$ cat src/rtl/aes128_cbc_ctrl.sv
// aes128_cbc_ctrl
// Initiator-side sequencer for one aes128_core instance. Takes 128-bit blocks
// from a valid/ready input stream, starts the core, waits for done, and
// returns the result on a valid/ready output stream. Only one block is in
// flight at a time.
// Optional feature macro: AES_CBC_EN. When it is defined, CBC chaining is
// applied. When it is undefined, the block runs plain ECB, and the IV is
// ignored.
module aes128_cbc_ctrl #(
    parameter int CNT_W = 32
) (
    input  logic             clk,
    input  logic             rst_n,
    input  logic             cfg_load_i,
    input  logic [127:0]     cfg_key_i,
    input  logic [127:0]     cfg_iv_i,
    input  logic             cfg_dec_i,
    input  logic             in_valid_i,
    output logic             in_ready_o,
    input  logic [127:0]     in_data_i,
    output logic             out_valid_o,
    input  logic             out_ready_i,
    output logic [127:0]     out_data_o,
    output logic             busy_o,
    output logic [CNT_W-1:0] blk_cnt_o,
    output logic             core_start_enc_o,
    output logic             core_start_dec_o,
    output logic [127:0]     core_key_o,
    output logic [127:0]     core_text_o,
    input  logic [127:0]     core_text_i,
    input  logic             core_ready_i,
    input  logic             core_done_i
);

    typedef enum logic [1:0] {
        ST_IDLE,
        ST_ISSUE,
        ST_WAIT,
        ST_OUT
    } state_t;

    state_t             state_q, state_d;
    logic               mode_q, mode_d;
    logic [127:0]       key_q, key_d;
    logic [127:0]       text_q, text_d;
    logic [127:0]       out_data_q, out_data_d;
    logic               out_valid_q, out_valid_d;
    logic [CNT_W-1:0]   cnt_q, cnt_d;
    logic               accept;
    logic               issue_go;

`ifdef AES_CBC_EN
    logic [127:0]       chain_q, chain_d;
    logic [127:0]       save_q, save_d;
`else
    logic               unused_iv;
    assign unused_iv = ^cfg_iv_i;
`endif

    assign in_ready_o       = rst_n & (state_q == ST_IDLE) & ~cfg_load_i;
    assign accept           = in_valid_i & in_ready_o;
    assign issue_go         = rst_n & (state_q == ST_ISSUE) & core_ready_i;
    assign core_start_enc_o = issue_go & ~mode_q;
    assign core_start_dec_o = issue_go & mode_q;
    assign busy_o           = (state_q != ST_IDLE);
    assign out_valid_o      = out_valid_q;
    assign out_data_o       = out_data_q;
    assign blk_cnt_o        = cnt_q;
    assign core_key_o       = key_q;
    assign core_text_o      = text_q;

    // Next-state logic: sequence the block through issue, wait and output handshakes.
    always_comb begin
        state_d     = state_q;
        mode_d      = mode_q;
        key_d       = key_q;
        text_d      = text_q;
        out_data_d  = out_data_q;
        out_valid_d = out_valid_q;
        cnt_d       = cnt_q;
`ifdef AES_CBC_EN
        chain_d     = chain_q;
        save_d      = save_q;
`endif
        case (state_q)
            ST_IDLE: begin
                if (cfg_load_i) begin
                    key_d  = cfg_key_i;
                    mode_d = cfg_dec_i;
                    cnt_d  = '0;
`ifdef AES_CBC_EN
                    chain_d = cfg_iv_i;
`endif
                end else if (accept) begin
`ifdef AES_CBC_EN
                    if (mode_q) begin
                        text_d = in_data_i;
                        save_d = in_data_i;
                    end else begin
                        text_d = in_data_i ^ chain_q;
                    end
`else
                    text_d = in_data_i;
`endif
                    state_d = ST_ISSUE;
                end
            end
            ST_ISSUE: begin
                if (core_ready_i) begin
                    state_d = ST_WAIT;
                end
            end
            ST_WAIT: begin
                if (core_done_i) begin
`ifdef AES_CBC_EN
                    if (mode_q) begin
                        out_data_d = core_text_i ^ chain_q;
                        chain_d    = save_q;
                    end else begin
                        out_data_d = core_text_i;
                        chain_d    = core_text_i;
                    end
`else
                    out_data_d = core_text_i;
`endif
                    out_valid_d = 1'b1;
                    state_d     = ST_OUT;
                end
            end
            ST_OUT: begin
                if (out_ready_i) begin
                    out_valid_d = 1'b0;
                    cnt_d       = cnt_q + CNT_W'(1);
                    state_d     = ST_IDLE;
                end
            end
            default: begin
                state_d = ST_IDLE;
            end
        endcase
    end

    // State and datapath registers with synchronous active-low reset.
    always_ff @(posedge clk) begin
        if (!rst_n) begin
            state_q     <= ST_IDLE;
            mode_q      <= 1'b0;
            key_q       <= '0;
            text_q      <= '0;
            out_data_q  <= '0;
            out_valid_q <= 1'b0;
            cnt_q       <= '0;
`ifdef AES_CBC_EN
            chain_q     <= '0;
            save_q      <= '0;
`endif
        end else begin
            state_q     <= state_d;
            mode_q      <= mode_d;
            key_q       <= key_d;
            text_q      <= text_d;
            out_data_q  <= out_data_d;
            out_valid_q <= out_valid_d;
            cnt_q       <= cnt_d;
`ifdef AES_CBC_EN
            chain_q     <= chain_d;
            save_q      <= save_d;
`endif
        end
    end

endmodule

$ cat config.mk
export PLATFORM = sky130hd
export DESIGN_NAME = aes128_cbc_ctrl
export DESIGN_NICKNAME = d
export VERILOG_FILES = /design/src/rtl/aes128_cbc_ctrl.sv
export SDC_FILE = /design/constraint.sdc
export NUM_CORES = 1
export LEC_CHECK = 0
export CAP_MARGIN = 25
export CORE_AREA = 5 5 359 361
export CTS_CLUSTER_DIAMETER = 80
export DETAILED_ROUTE_END_ITERATION = 12
export DIE_AREA = 0 0 364 366
export HOLD_SLACK_MARGIN = 0.08
export SLEW_MARGIN = 15
export SYNTH_ARGS = -nofsm -noshare
export SYNTH_HDL_FRONTEND = slang
export SYNTH_SLANG_ARGS = --single-unit
export TNS_END_PERCENT = 20
$ cat constraint.sdc
create_clock -name clk -period 2.5 [get_ports clk]
set_clock_uncertainty 0.15 [all_clocks]
set_input_delay 0.25 -clock clk [delete_from_list [all_inputs] [get_ports clk]]
set_output_delay 0.25 -clock clk [all_outputs]
set_load 0.005 [all_outputs]
==> summary.md, run 1 <==
| Metric | Value |
|---|---|
| Status | finished, final reports clean |
| # Post-CTS Setup Buffers | 0 |
| H-tree levels | 2 |
| Post-synth top cells | 801 x nand2_1, 420 x dfxtp_1, 277 x a21oi_1 |
| Syn_nets | 2427 |
| Highest clock rate | 420 MHz |
| DRC errors left | 0 |
| Hold/Removal Path Class | in -> reg |
| Buffers on Ports | 812 |
| TritonCTS clock tree | yes |
| DRT antenna net count | 0 |
| Mean Syn Cell Area | 7.88 um2 |
| Yosys warns | 0 |
| Detailed Routing Iterations Pass 1 | 6 |
| Worst-path maximum fanout | 4 |
| Leakage power | 10.7 nW |
| Root buf cell | clkbuf_16 |
| Antenna violations before repair | 34 |
| CTS Buf Count | 57 |
| Setup repair after global routing missed its margin | false |
| Via density | 3.66 |
| Top-count cell post-synth | nand2_1 |
| Gate Count Post-Synth | 1902 |
| # setup viols final | 0 |
| Largest net degree at the start of global routing | 98 |
| MaxCap Viol Count | 0 |
| Asr flop ratio synth | 0% |
| Starting Density | 12.0% |
| Gr ovfl total | 0 |
| WL per Instance | 17.8 um |
| Post-synth EDFFs | 0 |
| Clk Latency, worst-skew pair | 600 ps |
| Synth Flop Type | dfxtp_1 |
| Period utilization | 95.1% |
| Pwr Density | 608 nW/um2 |
| Synth area leaders | dfxtp_1 56%, nand2_1 20%, a21oi_1 9.2%, o21ai_0 4.5%, clkbuf_1 2.9% |
| Final Critical Period | 2380 ps |
| Starting DRT DRC Count | 767 |
| Clk slew on worst S/H paths | 50 ps |
| First-pass GRT wire length | 120 mm |
| Cell variety after synth | 40 |
| Area grow syn2layout | 106% |
| Area leader, netlist | dfxtp_1 |
| Worst VDD drop | 0.520 mV |
| Share of cells above drive strength 1 | 5.85% |
| Std cell rows | 130 |
| Final Max Slew Viols | 0 |
| Routed WL | 84.4 mm |
| Fin nets | 3556 |
| Critical Path AT | 1980 ps |
| Critical Path RT | 2100 ps |
| Hold_ws | 124 ps |
| Vias | 17400 |
| Worst-margin pin slew | 889 ps |
| I/O pin total | 941 |
| Sequential area share after synthesis | 56.1% |
| Max transition margin | 40.7% |
| Final HPWL DP | 63.8 mm |
| Placeable core area | 125000 um2 |
| GRT Total Usage | 12.0% |
| Fin. Hold Viols | 0 |
| CTS Sinks | 420 |
| Synthesized area | 15000 um2 |
| DIE HEIGHT | 366 um |
| Routability congestion estimate | 0.783 |
| Vias in the first global route | 17700 |
| Setup crit end kind | output pin |
| Post-synth top area share | 56.1% |
| Full die area | 133000 um2 |
| Seq cells post-synth | 420 |
| Setup TNS | 0 ps |
| Clk buf depth | 3 |
| Startpoint Class | flop |
| Crit path kind | reg -> out |
| Fill count | 13400 |
| Die Wd | 364 um |
[cell usage in the layout (no fill, tap or decap), types with 6 or more instances in the layout]
cell type        count
nor4_2               9
mux2i_1             12
clkbuf_8            17
buf_12              18
clkbuf_16           59
clkinvlp_4           6
clkdlybuf4s50_1    808
a21oi_1            277
nand3_1             10
inv_6                6
diode_2             22
or4_1               12
o31ai_1             10
nand2b_1            15
dlygate4sd3_1      346
nand2_1            799
o21ai_0            135
buf_4               33
inv_1               11
nand4_1              6
dfxtp_1            420
[worst max-delay path, stage by stage, from the launching register on]
cell             delay [ps]
dfxtp_1                 330
inv_1                    90
ha_2                    210
nand3_4                 100
nor2_1                  130
clkdlybuf4s50_1         520
[state kept, by name, summed over array words and instances (netlist names)]
signal / cells
core_key_o: 128
mode_q: 1
state_q: 2
out_data_o: 128
core_text_o: 128
blk_cnt_o: 32
out_valid_o: 1
[report_power, final]
part	switching, mW	leakage [nW]	total (mW)	internal [mW]
combinational	1.17	6.25	2.84	1.67
sequential	0.173	3.42	7.19	7.01
clock	3.46	0.999	8.77	5.31
[per-stage QoR]
stage	cells	util, %	setup WS, ps	instance area [um2]	power (mW)
after floorplan	1902	-	399	15000	7.95
after global placement	4275	20.2	169	25300	9.68
after detailed placement	4275	20.2	190	25300	9.69
after CTS	4728	24.6	25.8	30800	19.1
after global routing	4747	24.7	1.77	30900	19.6
final	4751	24.7	122	30900	18.8
[path summary, 6_finish.rpt]
path                                startpoint                to  slack (ps)  cells past startpoint
worst min-delay path             in_data_i[34]   core_text_o[34]         120                      3
worst max register to register      state_q[0]   core_text_o[80]         170                      9
worst max-delay path                state_q[1]  core_start_dec_o         120                      5
worst min register to register  out_data_o[21]    out_data_o[21]         300                      2
[cell families after synthesis]
logic type | count (synthesis) | synth area share, %
AND/OR/NAND/NOR | 884 | 24.1
buffers and inverters | 150 | 3.89
AO/OA/AOI/OAI | 430 | 14.7
multiplexers | 12 | 0.801
adder cells (fa/ha/maj) | 5 | 0.417
flip-flops | 420 | 56.1
XOR/XNOR | 1 | 0.0584
[final cells by class]
| cell class | count | area (um2) | area share (%) |
|---|---|---|---|
| timing repair buffer | 1208 | 12200 | 39.5 |
| sequential | 420 | 8410 | 27.2 |
| multi-input combinational | 1332 | 6040 | 19.5 |
| tap | 1650 | 2060 | 6.68 |
| clock buffer | 79 | 1700 | 5.50 |
| clock inverter | 28 | 368 | 1.19 |
| antenna | 22 | 55.1 | 0.178 |
| inverter | 12 | 52.6 | 0.170 |
[timing repair]
action	CTS	global route
hold buffers	346	0
setup endpoints to repair	3	2
hold endpoints to repair	346	0
cloned	0	1
gates resized for setup	3	2
[per-layer routing]
| layer | wire length (um) | share of wire [%] | global-route usage [%] | vias to the layer above |
|---|---|---|---|---|
| met5 | 98 | 0.12 | 0 | - |
| met4 | 4290 | 5.1 | 6.06 | 16 |
| met3 | 9060 | 11 | 5.37 | 163 |
| met2 | 37400 | 44 | 19.3 | 662 |
| met1 | 33500 | 40 | 13.4 | 8016 |
| li1 | - | - | - | 8511 |
Note: power is estimated with default switching activity, not from simulation.
==> inputs of run 2 (changes only) <==
--- a/config.mk
+++ b/config.mk
@@ -5,6 +5,7 @@
 export SDC_FILE = /design/constraint.sdc
 export NUM_CORES = 1
 export LEC_CHECK = 0
+export ABC_AREA = 0
 export CAP_MARGIN = 25
 export CORE_AREA = 5 5 359 361
 export CTS_CLUSTER_DIAMETER = 80
==> constraint.sdc (replaced) <==
create_clock -name clk -period 2.6 [get_ports clk]
set_clock_uncertainty 0.15 [all_clocks]
set_input_delay 0.26 -clock clk [delete_from_list [all_inputs] [get_ports clk]]
set_output_delay 0.26 -clock clk [all_outputs]
set_load 0.005 [all_outputs]
==> summary.md, run 2 (synthesis gave the netlist of run 1 again) <==
| Metric | Value |
|---|---|
| Placeable core area | 125000 um2 (unchanged) |
| TritonCTS clock tree | yes (unchanged) |
| I/O pin total | 941 (unchanged) |
| Hold_ws | 131 ps (was 124 ps) |
| Dpl cells | 4266 (was 4275) |
| DRT antenna net count | 0 (unchanged) |
| Leakage power | 10.6 nW (was 10.7 nW) |
| Final non-filler cell total | 4755 (was 4751) |
| DRC errors left | 0 (unchanged) |
| Vias in the first global route | 18000 (was 17700) |
| Share of cells above drive strength 1 | 5.62% (was 5.85%) |
| Clk buf depth | 3 (unchanged) |
| First-pass GRT wire length | 119 mm (was 120 mm) |
| Critical Path AT | 2010 ps (was 1980 ps) |
| Std cell rows | 130 (unchanged) |
| Area after DPL | 25200 um2 (was 25300 um2) |
| WL per Instance | 17.5 um (was 17.8 um) |
| Worst-path maximum fanout | 4 (unchanged) |
| Gr ovfl total | 0 (unchanged) |
| Setup TNS | 0 ps (unchanged) |
| Final Max Slew Viols | 0 (unchanged) |
| Final core utilization | 24.6% (was 24.7%) |
| Most frequent cells in the layout | 808 x clkdlybuf4s50_1, 799 x nand2_1, 420 x dfxtp_1, 351 x dlygate4sd3_1, 277 x a21oi_1 (was 808 x clkdlybuf4s50_1, 799 x nand2_1, 420 x dfxtp_1, 346 x dlygate4sd3_1, 277 x a21oi_1) |
| Largest net degree at the start of global routing | 129 (was 98) |
| Most common cell after layout, fill and taps aside | clkdlybuf4s50_1 (unchanged) |
| Crit path kind | reg -> out (unchanged) |
| DIE HEIGHT | 366 um (unchanged) |
| Setup crit end kind | output pin (unchanged) |
| Reg power frac | 38.5% (was 38.2%) |
| Fin. Hold Viols | 0 (unchanged) |
| H-tree levels | 2 (unchanged) |
| Worst slack, placed | 266 ps (was 190 ps) |
| CTS Buf Count | 59 (was 57) |
| Startpoint Class | flop (unchanged) |
| Starting Density | 12.0% (unchanged) |
| Final HPWL DP | 63.1 mm (was 63.8 mm) |
| MaxCap Viol Count | 0 (unchanged) |
| # Post-CTS Setup Buffers | 0 (unchanged) |
| Clk slew on worst S/H paths | 60 ps (was 50 ps) |
| Internal | 13.2 mW (was 14.0 mW) |
| Routability congestion estimate | 0.796 (was 0.783) |
| Antenna violations before repair | 35 (was 34) |
| Max transition margin | 59.2% (was 40.7%) |
| Vias | 17300 (was 17400) |
| Hold/Removal Path Class | in -> reg (unchanged) |
| Clk Latency, worst-skew pair | 670 ps (was 600 ps) |
| Critical Path RT | 2190 ps (was 2100 ps) |
| Design area | 30800 um2 (was 30900 um2) |
| Final Critical Period | 2420 ps |
| Routed WL | 83.3 mm (was 84.4 mm) |
| NetSw | 4.70 mW (was 4.80 mW) |
| Status | finished, final reports clean (unchanged) |
| RR Startpoint | blk_cnt_o[10] (was state_q[0]) |
| Hold path startpoint | cfg_key_i[41] (was in_data_i[34]) |
| Power share of the combinational group | 15.1% (about the same) |
| Worst VDD drop | 0.532 mV (was 0.520 mV) |
| Pwr Density | 582 nW/um2 (was 608 nW/um2) |
| Detailed Routing Iterations Pass 1 | 4 (was 6) |
| Period utilization | 92.9% |
| Buffers on Ports | 812 (unchanged) |
| Root buf cell | clkbuf_16 (unchanged) |
| Crit path launch | state_q[1] (unchanged) |
| # setup viols final | 0 (unchanged) |
| Setup repair after global routing missed its margin | false (unchanged) |
| Sw Ratio | 26.2% (was 25.5%) |
| Full die area | 133000 um2 (unchanged) |
| Highest clock rate | 414 MHz |
| Fin nets | 3554 (was 3556) |
| Clk pwr share | 46.5% (was 46.7%) |
| Worst-margin pin slew | 612 ps (was 889 ps) |
| Power, Total | 17.9 mW (was 18.8 mW) |
| Die Wd | 364 um (unchanged) |
| GRT Total Usage | 11.9% (was 12.0%) |
| CTS Sinks | 420 (unchanged) |
| Starting DRT DRC Count | 818 (was 767) |
| Area grow syn2layout | 106% (about the same) |
| Worst setup margin | 184 ps (was 122 ps) |
| Via density | 3.63 (was 3.66) |
## run 2: cell count changes in the layout (fill, tap and decap cells not counted), moves of 3 or more
cell | before | now
dlygate4sd3_1 | 346 | 351
inv_8 | 1 | 4
diode_2 | 22 | 26
clkinv_4 | 4 | 1
buf_4 | 33 | 26
clkinv_2 | 5 | 15
clkbuf_8 | 17 | 9
## run 2: worst paths after layout
kind                           end  slack, ps  cells after the start
setup / recovery  core_start_dec_o        180                      5
hold / removal      core_key_o[41]        130                      3
setup reg to reg     blk_cnt_o[21]        290                      4
hold reg to reg     core_key_o[93]        300                      2
## run 2: cell type report
class                           count  area, um2
Fill cell                       13300      94300
Timing Repair Buffer             1204      12200
Sequential cell                   420       8410
Multi-Input combinational cell   1332       6030
Tap cell                         1650       2060
Clock buffer                       73       1620
Clock inverter                     38        415
Antenna cell                       26       65.1
Inverter                           12       52.6
## run 2: timing repair
item	in CTS	in global routing
hold buffers	350	1
endpoints found under the hold margin	363	1
endpoints found under the setup margin	2	0
resized for setup	2	0
## run 2: power by group through the flow
stage / combinational, mW / sequential (mW) / clock (mW)
2_1_floorplan: 0.592 / 7.05 / 0
3_3_place_gp: 2.25 / 7.02 / 0
3_5_place_dp: 2.25 / 7.03 / 0
4_1_cts: 2.73 / 6.90 / 8.66
5_1_grt: 2.93 / 6.94 / 8.92
6_report: 2.70 / 6.90 / 8.33
## run 2: critical path, cell delays in order, from the launching register on
cell and delay [ps]:
dfxtp_1 340, inv_1 100, ha_1 180, nand3_2 140
nor2_1 130, clkdlybuf4s50_1 530
## run 2: layer usage
| metal | track usage (%) | vias up | routed length, um |
|---|---|---|---|
| met1 | 13.3 | 7932 | 33600 |
| met5 | 0 | - | 48 |
| met3 | 5.08 | 140 | 8440 |
| met4 | 6.19 | 8 | 4030 |
| met2 | 19.2 | 661 | 37200 |
| li1 | - | 8540 | - |
==> inputs of run 3 (changes only) <==
--- a/config.mk
+++ b/config.mk
@@ -7,10 +7,11 @@
 export LEC_CHECK = 0
 export ABC_AREA = 0
 export CAP_MARGIN = 25
-export CORE_AREA = 5 5 359 361
+export CORE_AREA = 5 5 365 367
+export CTS_BUF_LIST = sky130_fd_sc_hd__clkbuf_8
 export CTS_CLUSTER_DIAMETER = 80
 export DETAILED_ROUTE_END_ITERATION = 12
-export DIE_AREA = 0 0 364 366
+export DIE_AREA = 0 0 370 372
 export HOLD_SLACK_MARGIN = 0.08
 export SLEW_MARGIN = 15
 export SYNTH_ARGS = -nofsm -noshare
==> summary.md, run 3 (synthesis gave the netlist of run 1 again) <==
| Metric | Value |
|---|---|
| Status | finished, final reports clean (unchanged) |
| Root buf cell | clkbuf_8 (was clkbuf_16) |
| Leakage power | 10.7 nW (was 10.6 nW) |
| Vias in the first global route | 18200 (was 18000) |
| Buffers on Ports | 812 (unchanged) |
| Clk pwr share | 42.0% (was 46.5%) |
| Antenna violations before repair | 56 (was 35) |
| Area after DPL | 25200 um2 (about the same) |
| H-tree levels | 3 (was 2) |
| Setup repair after global routing missed its margin | false (unchanged) |
| R2R cell count | 4 (unchanged) |
| Crit-path leading delay family | buffers and inverters (unchanged) |
| Clk buf depth | 3 (unchanged) |
| TritonCTS clock tree | yes (unchanged) |
| Gr ovfl total | 0 (unchanged) |
| Hold/Removal Path Class | reg -> reg (was in -> reg) |
| Hold Path Depth | 2 (was 3) |
| Power share of the combinational group | 16.6% (was 15.1%) |
| Internal | 12.2 mW (was 13.2 mW) |
| Critical Path RT | 2190 ps (about the same) |
| Via density | 3.62 (was 3.63) |
| Period utilization | 92.3% (was 92.9%) |
| Most frequent cells in the layout | 809 x clkdlybuf4s50_1, 799 x nand2_1, 420 x dfxtp_1, 387 x dlygate4sd3_1, 277 x a21oi_1 (was 808 x clkdlybuf4s50_1, 799 x nand2_1, 420 x dfxtp_1, 351 x dlygate4sd3_1, 277 x a21oi_1) |
| NetSw | 4.48 mW (was 4.70 mW) |
| DRC errors left | 0 (unchanged) |
| DIE HEIGHT | 372 um (was 366 um) |
| Clk slew on worst S/H paths | 50 ps (was 60 ps) |
| WP depth | 4 (was 5) |
| Final HPWL DP | 67.4 mm (was 63.1 mm) |
| Vias | 17800 (was 17300) |
| Worst-margin pin slew | 670 ps (was 612 ps) |
| DRT antenna net count | 0 (unchanged) |
| Reg power frac | 41.4% (was 38.5%) |
| Worst VDD drop | 0.459 mV (was 0.532 mV) |
| Area grow syn2layout | 106% (about the same) |
| Largest net degree at the start of global routing | 129 (unchanged) |
| Routability congestion estimate | 0.818 (was 0.796) |
| CTS Buf Count | 85 (was 59) |
| Sw Ratio | 26.9% (was 26.2%) |
| Detailed Routing Iterations Pass 1 | 5 (was 4) |
| Setup crit end kind | output pin (unchanged) |
| MaxCap Viol Count | 0 (unchanged) |
| Design area | 30900 um2 (was 30800 um2) |
| Area of the multi-input gates | 6050 um2 (was 6030 um2) |
| Worst path cell trace | ha_4 -> nand3_4 -> nor2_2 -> clkdlybuf4s50_1 (was inv_1 -> ha_1 -> nand3_2 -> nor2_1 -> clkdlybuf4s50_1) |
| Setup TNS | 0 ps (unchanged) |
| Crit path kind | reg -> out (unchanged) |
| Register Area | 8410 um2 (unchanged) |
| # Post-CTS Setup Buffers | 0 (unchanged) |
| Pwr Density | 540 nW/um2 (was 582 nW/um2) |
| Highest clock rate | 417 MHz (was 414 MHz) |
| GRT Total Usage | 12.3% (was 11.9%) |
| Most common cell after layout, fill and taps aside | clkdlybuf4s50_1 (unchanged) |
| Worst-path maximum fanout | 3 (was 4) |
| Slowest-stage cell, CP | clkdlybuf4s50_1 (unchanged) |
| Starting Density | 11.6% (was 12.0%) |
| Starting DRT DRC Count | 830 (was 818) |
| Startpoint Class | flop (unchanged) |
| Largest stage delay, worst path | 530 ps (about the same) |
| Full die area | 138000 um2 (was 133000 um2) |
| Die Wd | 370 um (was 364 um) |
| Fin nets | 3610 (was 3554) |
| Placeable core area | 129000 um2 (was 125000 um2) |
| Routed WL | 89.0 mm (was 83.3 mm) |
| First-pass GRT wire length | 124 mm (was 119 mm) |
| Crit path buffers/inverters | 1 (was 2) |
| Clk Latency, worst-skew pair | 690 ps (was 670 ps) |
| Max transition margin | 55.3% (was 59.2%) |
| CTS Sinks | 420 (unchanged) |
| Critical Path AT | 1990 ps (was 2010 ps) |
| WL per Instance | 18.1 um (was 17.5 um) |
| Share of cells above drive strength 1 | 5.80% (was 5.62%) |
| I/O pin total | 941 (unchanged) |
| Final Max Slew Viols | 0 (unchanged) |
| Fin. Hold Viols | 0 (unchanged) |
| Final Critical Period | 2400 ps (was 2420 ps) |
| Std cell rows | 132 (was 130) |
| Fill count | 14000 (was 13300) |
| # setup viols final | 0 (unchanged) |
run 3: area by class of cell:
cell class,count,share of cell area [%]
diodes,33,0.267
clock buffers,101,4.50
clock inverters,41,0.987
inverters,12,0.170
multi-input cells,1332,19.6
flip-flops and latches,420,27.2
well taps,1742,7.05
repair buffers,1234,40.3
run 3: worst min-delay path, cell delays in order (launching register included):
cell	delay, ps
dfxtp_1	300
nand2_1	50
o21ai_0	50
run 3: stage by stage:
stage	setup WS (ps)	utilization [%]	hold WS, ps	cells	power [mW]
after floorplan	499	-	219	1902	7.64
after global placement	265	19.5	292	4353	9.29
after detailed placement	260	19.5	296	4353	9.31
after CTS	29.5	23.9	252	4882	17.1
after global routing	12.4	23.9	320	4897	17.6
final	200	23.9	302	4915	16.7
run 3: worst paths after layout:
check	slack [ps]	from	end
setup reg to reg	260	blk_cnt_o[9]	blk_cnt_o[21]
hold / removal	300	core_text_o[9]	core_text_o[9]
hold reg to reg	300	core_text_o[9]	core_text_o[9]
setup / recovery	200	state_q[0]	core_start_enc_o
run 3: timing repair:
item / in CTS / in global routing
gates resized for setup: 7 / 0
hold buffers: 387 / 0
endpoints found under the hold margin: 407 / 0
endpoints found under the setup margin: 3 / 0
run 3: power groups by stage:
stage          Clock (mW)  Sequential (mW)  Combinational [mW]
6_report             7.00             6.91                2.77
2_1_floorplan           0             7.05               0.592
5_1_grt              7.64             6.94                3.00
4_1_cts              7.40             6.90                2.81
3_3_place_gp            0             7.02                2.26
3_5_place_dp            0             7.04                2.27
run 3: routing by layer:
layer	GRT usage, %	vias up	routed length (um)
li1	-	8626	-
met1	14.1	8192	36300
met2	19.4	769	39200
met3	5.67	197	9150
met4	5.73	24	4100
met5	0	-	156
